===== src/rtl/slave_port.sv =====
// slave_port: bit-serial bus slave. Deserialises a 24-bit frame (16 address
// bits, then 8 data bits, both LSB first), matches the top address nibble
// against SLAVE_ID and issues one write to the local memory side. When the
// memory accepts the write, a single-cycle acknowledge goes back to the bus.
module slave_port #(
    parameter logic [3:0] SLAVE_ID = 4'h0,
    parameter int         ADDR_W   = 12
) (
    input  logic              clk,
    input  logic              rstn,
    input  logic              sp_valid,
    input  logic              sp_addr,
    input  logic              sp_wdata,
    output logic              sp_ready,
    output logic [ADDR_W-1:0] s_addr,
    output logic [7:0]        s_wdata,
    output logic              s_wen,
    input  logic              s_ready
);

    typedef enum logic [2:0] {
        IDLE,
        ADDR,
        DATA,
        WRITE,
        RESP
    } state_t;

    state_t            state_reg,   state_next;
    logic [3:0]        cnt_reg,     cnt_next;
    logic [15:0]       addr_sr_reg, addr_sr_next;
    logic [7:0]        data_sr_reg, data_sr_next;
    logic [ADDR_W-1:0] s_addr_reg,  s_addr_next;
    logic [7:0]        s_wdata_reg, s_wdata_next;
    logic              s_wen_reg,   s_wen_next;
    logic              sp_ready_reg, sp_ready_next;

    // The last data bit arrives in the same cycle the select is evaluated,
    // so the complete byte is formed from the live input plus bits 0..6.
    logic [7:0]        data_full;
    assign data_full = {sp_wdata, data_sr_reg[6:0]};

    assign s_addr   = s_addr_reg;
    assign s_wdata  = s_wdata_reg;
    assign s_wen    = s_wen_reg;
    assign sp_ready = sp_ready_reg;

    // State and output registers; reset clears everything at once so a
    // pending write request drops without waiting for a clock edge.
    always_ff @(posedge clk or negedge rstn) begin
        if (!rstn) begin
            state_reg    <= IDLE;
            cnt_reg      <= 4'd0;
            addr_sr_reg  <= 16'd0;
            data_sr_reg  <= 8'd0;
            s_addr_reg   <= '0;
            s_wdata_reg  <= 8'd0;
            s_wen_reg    <= 1'b0;
            sp_ready_reg <= 1'b0;
        end else begin
            state_reg    <= state_next;
            cnt_reg      <= cnt_next;
            addr_sr_reg  <= addr_sr_next;
            data_sr_reg  <= data_sr_next;
            s_addr_reg   <= s_addr_next;
            s_wdata_reg  <= s_wdata_next;
            s_wen_reg    <= s_wen_next;
            sp_ready_reg <= sp_ready_next;
        end
    end

    // Next-state logic: frame deserialisation, select, write handshake, ack.
    always_comb begin
        state_next    = state_reg;
        cnt_next      = cnt_reg;
        addr_sr_next  = addr_sr_reg;
        data_sr_next  = data_sr_reg;
        s_addr_next   = s_addr_reg;
        s_wdata_next  = s_wdata_reg;
        s_wen_next    = s_wen_reg;
        sp_ready_next = 1'b0;

        case (state_reg)
            IDLE: begin
                s_wen_next = 1'b0;
                if (sp_valid) begin
                    // Bit 0 is taken in the very first valid cycle.
                    addr_sr_next = {15'd0, sp_addr};
                    data_sr_next = 8'd0;
                    cnt_next     = 4'd1;
                    state_next   = ADDR;
                end
            end

            ADDR: begin
                if (!sp_valid) begin
                    // Frame aborted: partial contents are thrown away.
                    addr_sr_next = 16'd0;
                    data_sr_next = 8'd0;
                    cnt_next     = 4'd0;
                    state_next   = IDLE;
                end else begin
                    addr_sr_next[cnt_reg] = sp_addr;
                    // Counter stops at 15; leaving the state is what resets it.
                    if (cnt_reg == 4'd15) begin
                        cnt_next   = 4'd0;
                        state_next = DATA;
                    end else begin
                        cnt_next = cnt_reg + 4'd1;
                    end
                end
            end

            DATA: begin
                if (!sp_valid) begin
                    addr_sr_next = 16'd0;
                    data_sr_next = 8'd0;
                    cnt_next     = 4'd0;
                    state_next   = IDLE;
                end else begin
                    data_sr_next[cnt_reg[2:0]] = sp_wdata;
                    if (cnt_reg >= 4'd7) begin
                        cnt_next = 4'd0;
                        if (addr_sr_reg[15:12] == SLAVE_ID) begin
                            s_addr_next  = addr_sr_reg[ADDR_W-1:0];
                            s_wdata_next = data_full;
                            s_wen_next   = 1'b1;
                            state_next   = WRITE;
                        end else begin
                            state_next = IDLE;
                        end
                    end else begin
                        cnt_next = cnt_reg + 4'd1;
                    end
                end
            end

            WRITE: begin
                // Hold the request indefinitely; memory decides when.
                s_wen_next = 1'b1;
                if (s_ready) begin
                    s_wen_next    = 1'b0;
                    sp_ready_next = 1'b1;
                    state_next    = RESP;
                end
            end

            RESP: begin
                s_wen_next = 1'b0;
                state_next = IDLE;
            end

            default: begin
                s_wen_next = 1'b0;
                cnt_next   = 4'd0;
                state_next = IDLE;
            end
        endcase
    end

endmodule


===== config.mk =====
export PLATFORM = sky130hd
export DESIGN_NAME = slave_port
export DESIGN_NICKNAME = d
export VERILOG_FILES = /design/src/rtl/slave_port.sv
export SDC_FILE = /design/constraint.sdc
export NUM_CORES = 1
export LEC_CHECK = 0
export BUFFER_PORTS_ARGS = -buffer_cell sky130_fd_sc_hd__buf_4
export CAP_MARGIN = 20
export CORE_MARGIN = 4
export CORE_UTILIZATION = 35
export CTS_BUF_LIST = sky130_fd_sc_hd__clkbuf_2
export DETAILED_ROUTE_END_ITERATION = 10
export SYNTH_ARGS = -nofsm -noshare
export SYNTH_HDL_FRONTEND = slang
export SYNTH_SLANG_ARGS = --single-unit

===== constraint.sdc =====
create_clock -name clk -period 2.6 [get_ports clk]
set_clock_uncertainty 0.2 [all_clocks]
set_input_delay 0.52 -clock clk [delete_from_list [all_inputs] [get_ports clk]]
set_output_delay 0.52 -clock clk [all_outputs]
set_load 0.005 [all_outputs]

==> results.toml, run 1 <==
[outcome]
outcome = "finished, final reports clean"

[timing]
timing.slew.headroom_pct = 56.4
timing.setup.tns_ps = 0
fmaxAchievable_ghz = 0.445
layout_worst_path_cycle_share_pct = 86.5
slew_viol_final = 0
smallest_setup_slack_after_layout_ps = 352
setup_repair_after_global_routing_missed_its_margin = "no"
worst_pin_slew_ps = 649
post-route-min-period_ps = 2250
final_hold_viol_count = 0
whs_ps = 118
final-setup-viol-count = 0

[setup_path]
worst_reg2reg_path_length_in_cells = 5
regToRegSetupSlack_ps = 350
criticalPathCategory = "flip-flop to flip-flop"
worstSetupStartpoint = "cnt_reg[1]"
crit_arrival_ps = 2420
reg2reg_to = "s_addr[8]"
rr_startpoint = "cnt_reg[1]"
critical_path.max_fanout = 20
setup.worst_path.end = "s_addr[8]"
timing.critical_path.from_type = "flip-flop"
worst_setup_ep_type = "flip-flop"
required_time_at_the_endpoint_of_the_critical_path_ps = 2770

[synth]
synthesis.instances = 246
leading_cell_type_by_number_of_instances_after_synthesis = "dfrtp_1"
synth-async-reset-ratio_pct = 100
synth.area.top_cells = "dfrtp_1 (50%), mux2_4 (12%), o21ai_0 (6.9%)"
synth_area_per_cell_um2 = 10.6
synth.ff_latch_count = 52
post-synth-top-area-cell = "dfrtp_1"
synth.yosys.seq_area_share_pct = 49.9
yosys_warnings = 0
synth_cell_count_leaders = "dfrtp_1 (52), o21ai_0 (36), mux2_4 (20)"
synth-edff-count = 0
synth.cell_area_um2 = 2610
synth_nets = 256
synth.lib_cells_used.distinct = 45
synth-main-ff-cell = "dfrtp_1"
synth.top_cell.area_share_pct = 49.9

[clocking]
cts_htree_levels = 2
clk_pin_slew_worst_paths_ps = 280
ctsResizeCount = 0
tritoncts = "yes"
root_buffer = "clkbuf_2"
clock_latency_at_the_later_pin_of_the_worst_skew_pair_ps = 440
num_clock_sinks = 52
clk_path_buf_depth = 2
cts_buffers = 5

[layout]
area_growth_syn_to_layout_pct = 13.4
antennaDiodeCount = 0
area.sequential_um2 = 1300
nFillCells = 726
post_route_cells_drive_above_1_share_pct = 24.7
largest_reg_flops = 16
num-nets-final = 280
multi_input_area_um2 = 1180
finish.cell_count_without_fillers = 370

[placement]
preCtsSetupSlack_ps = 379
dpl.hpwl_mm = 3.65
port_bufs = 27
post-place-cells = 361
gp_routability_congestion = 0.756

[routing]
detail-route-antenna-nets = 0
total_detailed_routing_wirelength_mm = 5.17
drc = 0
route.detailed.vias_per_inst = 5.06
dr.pass1.iters = 4
first_iteration_detailed_routing_drc_count = 71
routed-via-count = 1871
detail_route.wl_per_cell_um = 14.0

[power_and_ir_drop]
comb_power_share_pct = 18.2
power.total_w = 0.00147
power_frac_seq_pct = 58.0
ir_drop_mv = 0.195
clock_power_share_pct = 23.8
switching_power_w = 0.000468
power_report.internal_total_w = 0.000998
p_sw_share_pct = 31.9
pwr_density_cell_nw_per_um2 = 496
leakage_nw = 1.44

[floorplanning]
initial_utilization_pct = 35.9
die_height_um = 94.3
ios = 28
die_area_um2 = 8890
floorplan_die_width_um = 94.3
placeable_area_um2 = 7250
fp-row-count = 31

[global_route]
grt_first_pass_wirelength_mm = 8.98
globalRouteTotalUtil_pct = 12.7
number_of_global_route_vias_before_repair = 1858
grt_max_degree = 53
antenna_violations_before_repair = 0
grt_overflow = 0

[run]
max_cap_viol_count = 0

[min_path]
min_path_type = "primary input to flip-flop"
[placed cells by master (no fill, tap or decap), drive strengths merged, types with 4 or more instances in the layout]
master / netlist / routed
dfrtp: 52 / 52
o21ai: 36 / 36
buf: 10 / 34
mux2: 20 / 20
nand2: 17 / 17
a21oi: 15 / 15
inv: 10 / 11
nor2: 10 / 10
nand2b: 6 / 6
nor3: 5 / 5
nand3: 5 / 5
nor2b: 5 / 5
a32o: 5 / 5
clkbuf: 8 / 5
a31oi: 4 / 4
ha: 4 / 4
[cell families (layout without fill, tap and decap cells)]
kind of cell | Yosys count | count (layout) | share of synthesized area, %
adder cells (fa/ha/maj) | 4 | 4 | 1.92
flip-flops | 52 | 52 | 49.9
AO/OA/AOI/OAI | 77 | 77 | 18.0
XOR/XNOR | 2 | 2 | 0.672
buffers and inverters | 28 | 53 | 4.95
multiplexers | 21 | 21 | 11.9
AND/OR/NAND/NOR | 62 | 62 | 12.7
[critical path, cell delays in order (launching register included)]
cell and delay [ps]:
dfrtp_1 540, ha_1 230, a21o_1 160, nand3_1 120, or3_4 570, mux2_4 360
[power groups by stage]
| stage | logic (W) | clock network, W | registers (W) |
|---|---|---|---|
| 3_5_place_dp | 0.000265 | 0 | 0.000864 |
| 4_1_cts | 0.000268 | 0.000368 | 0.000851 |
| 6_report | 0.000267 | 0.000349 | 0.000851 |
| 5_1_grt | 0.000304 | 0.000397 | 0.000855 |
| 2_1_floorplan | 0.000188 | 0 | 0.000855 |
| 3_3_place_gp | 0.000263 | 0 | 0.000863 |
[timing repair]
item | in CTS | in global routing
hold buffers | 1 | 0
endpoints found under the hold margin | 52 | 0
setup buffers | 0 | 0
[how the worst min path moves through the flow]
stage                     from        endpoint  slack, ps  depth (start not counted)
2_1_floorplan             rstn  addr_sr_reg[0]         20                          0
3_3_place_gp   addr_sr_reg[10]      s_addr[10]        290                          1
3_5_place_dp    addr_sr_reg[9]       s_addr[9]        290                          1
4_1_cts               sp_wdata      s_wdata[7]         90                          2
5_1_grt               sp_wdata      s_wdata[7]         60                          2
6_report              sp_wdata      s_wdata[7]        120                          2
[through the flow]
step	util, %	cell area (um^2)
floorplan	-	2610
global placement	39.9	2890
detailed placement	39.9	2890
CTS	40.8	2960
global route	40.8	2960
finish	40.8	2960
[final cells by class]
class	count	share of cell area, %
multi-input combinational	166	39.8
clock inverter	3	0.931
sequential	52	44.0
tap	99	4.19
inverter	10	1.27
clock buffer	5	0.846
timing repair buffer	35	8.97
[layer usage]
metal  global-route usage [%]  vias up  routed length (um)
met5                        0        -                   0
met4                     3.37        0                  62
met3                     2.16        6                 158
met2                     21.3       28                2450
met1                     17.0      906                2500
li1                         -      931                   -
Power figures use the tool's default switching activity.
==> inputs of run 2 (changes only) <==
--- a/config.mk
+++ b/config.mk
@@ -10,6 +10,7 @@
 export CORE_MARGIN = 4
 export CORE_UTILIZATION = 35
 export CTS_BUF_LIST = sky130_fd_sc_hd__clkbuf_2
+export CTS_CLUSTER_SIZE = 14
 export DETAILED_ROUTE_END_ITERATION = 10
 export SYNTH_ARGS = -nofsm -noshare
 export SYNTH_HDL_FRONTEND = slang
==> constraint.sdc (replaced) <==
create_clock -name clk -period 2.7 [get_ports clk]
set_clock_uncertainty 0.2 [all_clocks]
set_input_delay 0.54 -clock clk [delete_from_list [all_inputs] [get_ports clk]]
set_output_delay 0.54 -clock clk [all_outputs]
set_load 0.005 [all_outputs]
==> run 2 against run 1 <==
  * Global-route usage fell by 0.34 points
  * Cell area fell by 0.76%
  * Sequential power down 3.1%
  * Sequential cell count stayed put
==> results.toml, run 2 (synthesis results as in run 1) <==
[layout]
num-nets-final = 277
final_common_cell = "dfrtp_1"
top_library_cells_by_usage_in_the_layout_fill_and_taps_aside = "dfrtp_1 (52), o21ai_0 (36), buf_4 (31)"
cell_area_after_layout_um2 = 2930
largest_reg_flops = 16
antennaDiodeCount = 0
area_growth_syn_to_layout_pct = 12.6
finish.cell_count_without_fillers = 367
nFillCells = 728
post_route_cells_drive_above_1_share_pct = 23.9

[placement]
post-place-cells = 358
dpl-instance-area_um2 = 2870
dpl.hpwl_mm = 3.55
gp_routability_congestion = 0.770
port_bufs = 27

[timing]
final_hold_viol_count = 0
timing.setup.tns_ps = 0
timing.slew.headroom_pct = 53.3
final-setup-viol-count = 0
worst_pin_slew_ps = 695
layout_worst_path_cycle_share_pct = 91.0
setup_repair_after_global_routing_missed_its_margin = "no"
slew_viol_final = 0
post-route-min-period_ps = 2460
whs_ps = 133
fmaxAchievable_ghz = 0.407

[floorplanning]
floorplan_die_width_um = 94.3
die_area_um2 = 8890
die_height_um = 94.3
fp-row-count = 31
initial_utilization_pct = 35.9
ios = 28
placeable_area_um2 = 7250

[setup_path]
worst_reg2reg_path_length_in_cells = 5
criticalPathCategory = "flip-flop to flip-flop"
reg2reg_to = "s_addr[8]"
critical_path.max_fanout = 20
required_time_at_the_endpoint_of_the_critical_path_ps = 2860
rr_startpoint = "cnt_reg[1]"
timing.critical_path.from_type = "flip-flop"
worstSetupStartpoint = "cnt_reg[1]"
worst_setup_ep_type = "flip-flop"
regToRegSetupSlack_ps = 240
crit_arrival_ps = 2620
setup.worst_path.end = "s_addr[8]"

[outcome]
outcome = "finished, final reports clean"

[clocking]
root_buffer = "clkbuf_2"
tritoncts = "yes"
num_clock_sinks = 52
clk_pin_slew_worst_paths_ps = 300
clock_latency_at_the_later_pin_of_the_worst_skew_pair_ps = 450
cts_buffers = 5
cts_htree_levels = 2
clk_path_buf_depth = 2
cts_setup_buffers = 0

[global_route]
globalRouteTotalUtil_pct = 12.4
number_of_global_route_vias_before_repair = 1867
grt_overflow = 0
antenna_violations_before_repair = 0
grt_first_pass_wirelength_mm = 8.80
grt_max_degree = 53

[routing]
dr.pass1.iters = 4
detail_route.wl_per_cell_um = 13.9
drc = 0
routed-via-count = 1865
detail-route-antenna-nets = 0
route.detailed.vias_per_inst = 5.08
total_detailed_routing_wirelength_mm = 5.09
first_iteration_detailed_routing_drc_count = 90

[power_and_ir_drop]
leakage_nw = 1.43
ir_drop_mv = 0.185
power.total_w = 0.00141
pwr_density_cell_nw_per_um2 = 481

[run]
max_cap_viol_count = 0

[min_path]
min_path_type = "primary input to flip-flop"
[run 2: how the worst min path moves through the flow]
stage                         start              to  slack [ps]  cells past startpoint
CTS                        sp_wdata      s_wdata[7]         100                      2
finish                     sp_wdata      s_wdata[7]         130                      2
global route               sp_wdata      s_wdata[7]          80                      2
floorplan                      rstn  addr_sr_reg[0]          40                      0
detailed placement  addr_sr_reg[10]      s_addr[10]         290                      1
global placement    addr_sr_reg[10]      s_addr[10]         290                      1
[run 2: layout make-up]
cell class	count	area [um^2]	area share, %
sequential	52	1300	44.3
clock buffer	5	25.0	0.853
clock inverter	3	27.5	0.938
tap	99	124	4.22
inverter	10	37.5	1.28
multi-input combinational	166	1180	40.1
timing repair buffer	32	243	8.27
[run 2: critical path, stage by stage (launching register included)]
cell	delay, ps
dfrtp_1	530
ha_1	370
a21o_1	200
nand3_1	120
or3_4	570
mux2_4	360
[run 2: timing repair]
action | in CTS | in global routing
gates resized for setup | 0 | 0
endpoints found under the hold margin | 52 | 0
hold buffers | 1 | 0
setup endpoints to repair | 0 | 0
[run 2: power breakdown]
| group | internal, W | leakage [nW] | total [W] | switching [W] |
|---|---|---|---|---|
| Clock | 0.0000728 | 0.0311 | 0.000344 | 0.000271 |
| Sequential | 0.000799 | 0.720 | 0.000825 | 0.0000262 |
| Combinational | 0.0000848 | 0.676 | 0.000243 | 0.000159 |
[run 2: metrics by stage]
step	utilization [%]	setup WS, ps
after global placement	39.6	348
after CTS	40.5	219
after global routing	40.5	136
final	40.5	243
after floorplan	-	556
after detailed placement	39.6	288
[run 2: routing by layer]
metal | share of wire [%] | vias up | GRT usage, %
li1 | - | 932 | -
met1 | 49 | 888 | 16.8
met2 | 46 | 39 | 19.7
met3 | 4.0 | 6 | 2.32
met4 | 1.0 | 0 | 4.57
met5 | 0 | - | 0
==> inputs of run 3 (changes only) <==
--- a/config.mk
+++ b/config.mk
@@ -7,6 +7,7 @@
 export LEC_CHECK = 0
 export BUFFER_PORTS_ARGS = -buffer_cell sky130_fd_sc_hd__buf_4
 export CAP_MARGIN = 20
+export CORE_ASPECT_RATIO = 0.5
 export CORE_MARGIN = 4
 export CORE_UTILIZATION = 35
 export CTS_BUF_LIST = sky130_fd_sc_hd__clkbuf_2
==> run 3 against run 2 <==
  * Sequential cell count unchanged
  * First-iteration DRC count increased by 100%
  * Routed wire length increased by 1.1%
  * Global-route usage down 0.11 points
  * Worst setup slack improved by 50 ps
  * Cell count decreased by 1.9%
  * Cell area decreased by 0.60%
  * Worst hold slack gained 21 ps
  * Sequential share of layout area grew 0.27 points
  * Combinational power about the same
  * Via count shrank 1.3%
  * Core utilization grew 1.6 points
  * Critical path type unchanged
  * Largest cell class unchanged
  * Highest routed layer unchanged
==> results.toml, run 3 (synthesis results as in run 1) <==
[floorplanning]
fp-row-count = 21
initial_utilization_pct = 37.6
floorplan_die_width_um = 130
placeable_area_um2 = 6940
die_height_um = 69.0
ios = 28
die_area_um2 = 8980

[min_path]
min_path_type = "primary input to flip-flop"
worst_hold_path.endpoint = "s_wdata[7]"
min-delay-start = "sp_wdata"
timing.hold.worst_path_depth = 2

[clocking]
clk_pin_slew_worst_paths_ps = 240
clock_latency_at_the_later_pin_of_the_worst_skew_pair_ps = 420
cts_buffers = 5
ctsResizeCount = 0
num_clock_sinks = 52
root_buffer = "clkbuf_2"
cts_htree_levels = 2
clk_path_buf_depth = 2
tritoncts = "yes"

[setup_path]
regToRegSetupSlack_ps = 290
critPathTopFamily = "simple AND/OR/NAND/NOR gates"
rr_startpoint = "cnt_reg[1]"
criticalPathCategory = "flip-flop to flip-flop"
worst_setup_ep_type = "flip-flop"
path_depth = 5
worst_reg2reg_path_length_in_cells = 5
critical_path.max_fanout = 20
cp_slowest_cell = "or3_4"
path_buf_inv = 0
reg2reg_to = "s_wdata[0]"
cp_cell_sequence = "ha_1, a21o_1, nand3_1, or3_4, mux2_4"
timing.critical_path.from_type = "flip-flop"
required_time_at_the_endpoint_of_the_critical_path_ps = 2840
max_stage_delay_on_crit_path_ps = 580
crit_arrival_ps = 2550

[global_route]
globalRouteTotalUtil_pct = 12.3
number_of_global_route_vias_before_repair = 1876
globalRouteMet3Util_pct = 3.01
met2_routing_resource_usage_after_global_routing_pct = 18.0
antenna_violations_before_repair = 0
grt_util_met1_pct = 18.2
grt_max_degree = 53
grt_overflow = 0
grt_busiest_layer = "met1"
grt_first_pass_wirelength_mm = 9.09

[layout]
post_route_cells_drive_above_1_share_pct = 23.9
final_common_cell = "dfrtp_1"
area_growth_syn_to_layout_pct = 11.9
nFillCells = 690
num-nets-final = 277
antennaDiodeCount = 0
largest_reg_flops = 16
top_library_cells_by_usage_in_the_layout_fill_and_taps_aside = "dfrtp_1 (52), o21ai_0 (36), buf_4 (31)"

[power_and_ir_drop]
ir_drop_mv = 0.160
pwr_density_cell_nw_per_um2 = 470
power.total_w = 0.00137
leakage_nw = 1.43

[timing]
final_hold_viol_count = 0
timing.setup.tns_ps = 0
timing.slew.headroom_pct = 52.2
layout_worst_path_cycle_share_pct = 89.1
whs_ps = 155
fmaxAchievable_ghz = 0.415
post-route-min-period_ps = 2410
worst_pin_slew_ps = 710
final-setup-viol-count = 0
setup_repair_after_global_routing_missed_its_margin = "no"
slew_viol_final = 0

[routing]
routed-via-count = 1841
route.detailed.vias_per_inst = 5.11
detail_route.wl_per_cell_um = 14.3
detail-route-antenna-nets = 0
drc = 0
total_detailed_routing_wirelength_mm = 5.15
dr.pass1.iters = 4
first_iteration_detailed_routing_drc_count = 184

[placement]
dpl.hpwl_mm = 3.70
port_bufs = 27
gp_routability_congestion = 0.827

[outcome]
outcome = "finished, final reports clean"

[run]
max_cap_viol_count = 0
==> run 3: power breakdown <==
group	switching [W]	total (W)	internal, W
Clock	0.000245	0.000308	0.0000631
Sequential	0.0000255	0.000824	0.000798
Combinational	0.000155	0.000240	0.0000844
==> run 3: layout make-up <==
| type | instances | area (um^2) | share of cell area, % |
|---|---|---|---|
| timing repair buffer | 32 | 243 | 8.32 |
| tap | 92 | 115 | 3.95 |
| clock inverter | 3 | 18.8 | 0.644 |
| inverter | 10 | 37.5 | 1.29 |
| multi-input combinational | 166 | 1180 | 40.3 |
| clock buffer | 5 | 25.0 | 0.858 |
| sequential | 52 | 1300 | 44.6 |
==> run 3: routing by layer <==
metal	part of all wire (%)	wire length, um	up-vias
li1	-	-	930
met1	51	2610	871
met2	44	2250	35
met3	4.7	243	5
met4	0.91	47	0
met5	0	0	-
==> run 3: through the flow <==
stage	utilization, %	instances	instance area, um^2	setup slack, ps
3_5_place_dp	41.3	351	2860	304
6_report	42.0	360	2920	293
2_1_floorplan	-	246	2610	556
3_3_place_gp	41.3	351	2860	362
4_1_cts	42.0	360	2920	260
5_1_grt	42.0	360	2920	152
==> run 3: how the worst max path moves through the flow <==
stage | from | end | slack (ps)
after detailed placement | cnt_reg[1] | s_addr[7] | 300
after global placement | cnt_reg[1] | s_addr[0] | 360
after CTS | cnt_reg[1] | s_addr[11] | 260
after floorplan | cnt_reg[1] | s_addr[0] | 560
final | cnt_reg[1] | s_wdata[0] | 290
after global routing | cnt_reg[1] | s_addr[6] | 150
==> run 3: timing repair <==
action / in CTS / in global routing
hold buffers: 1 / 0
setup buffers: 0 / 0
endpoints found under the hold margin: 52 / 0
==> run 3: worst reg2reg max path: stages, from the launching register on <==
cell and delay [ps]:
dfrtp_1 510, ha_1 350, a21o_1 200, nand3_1 130, or3_4 580, mux2_4 360
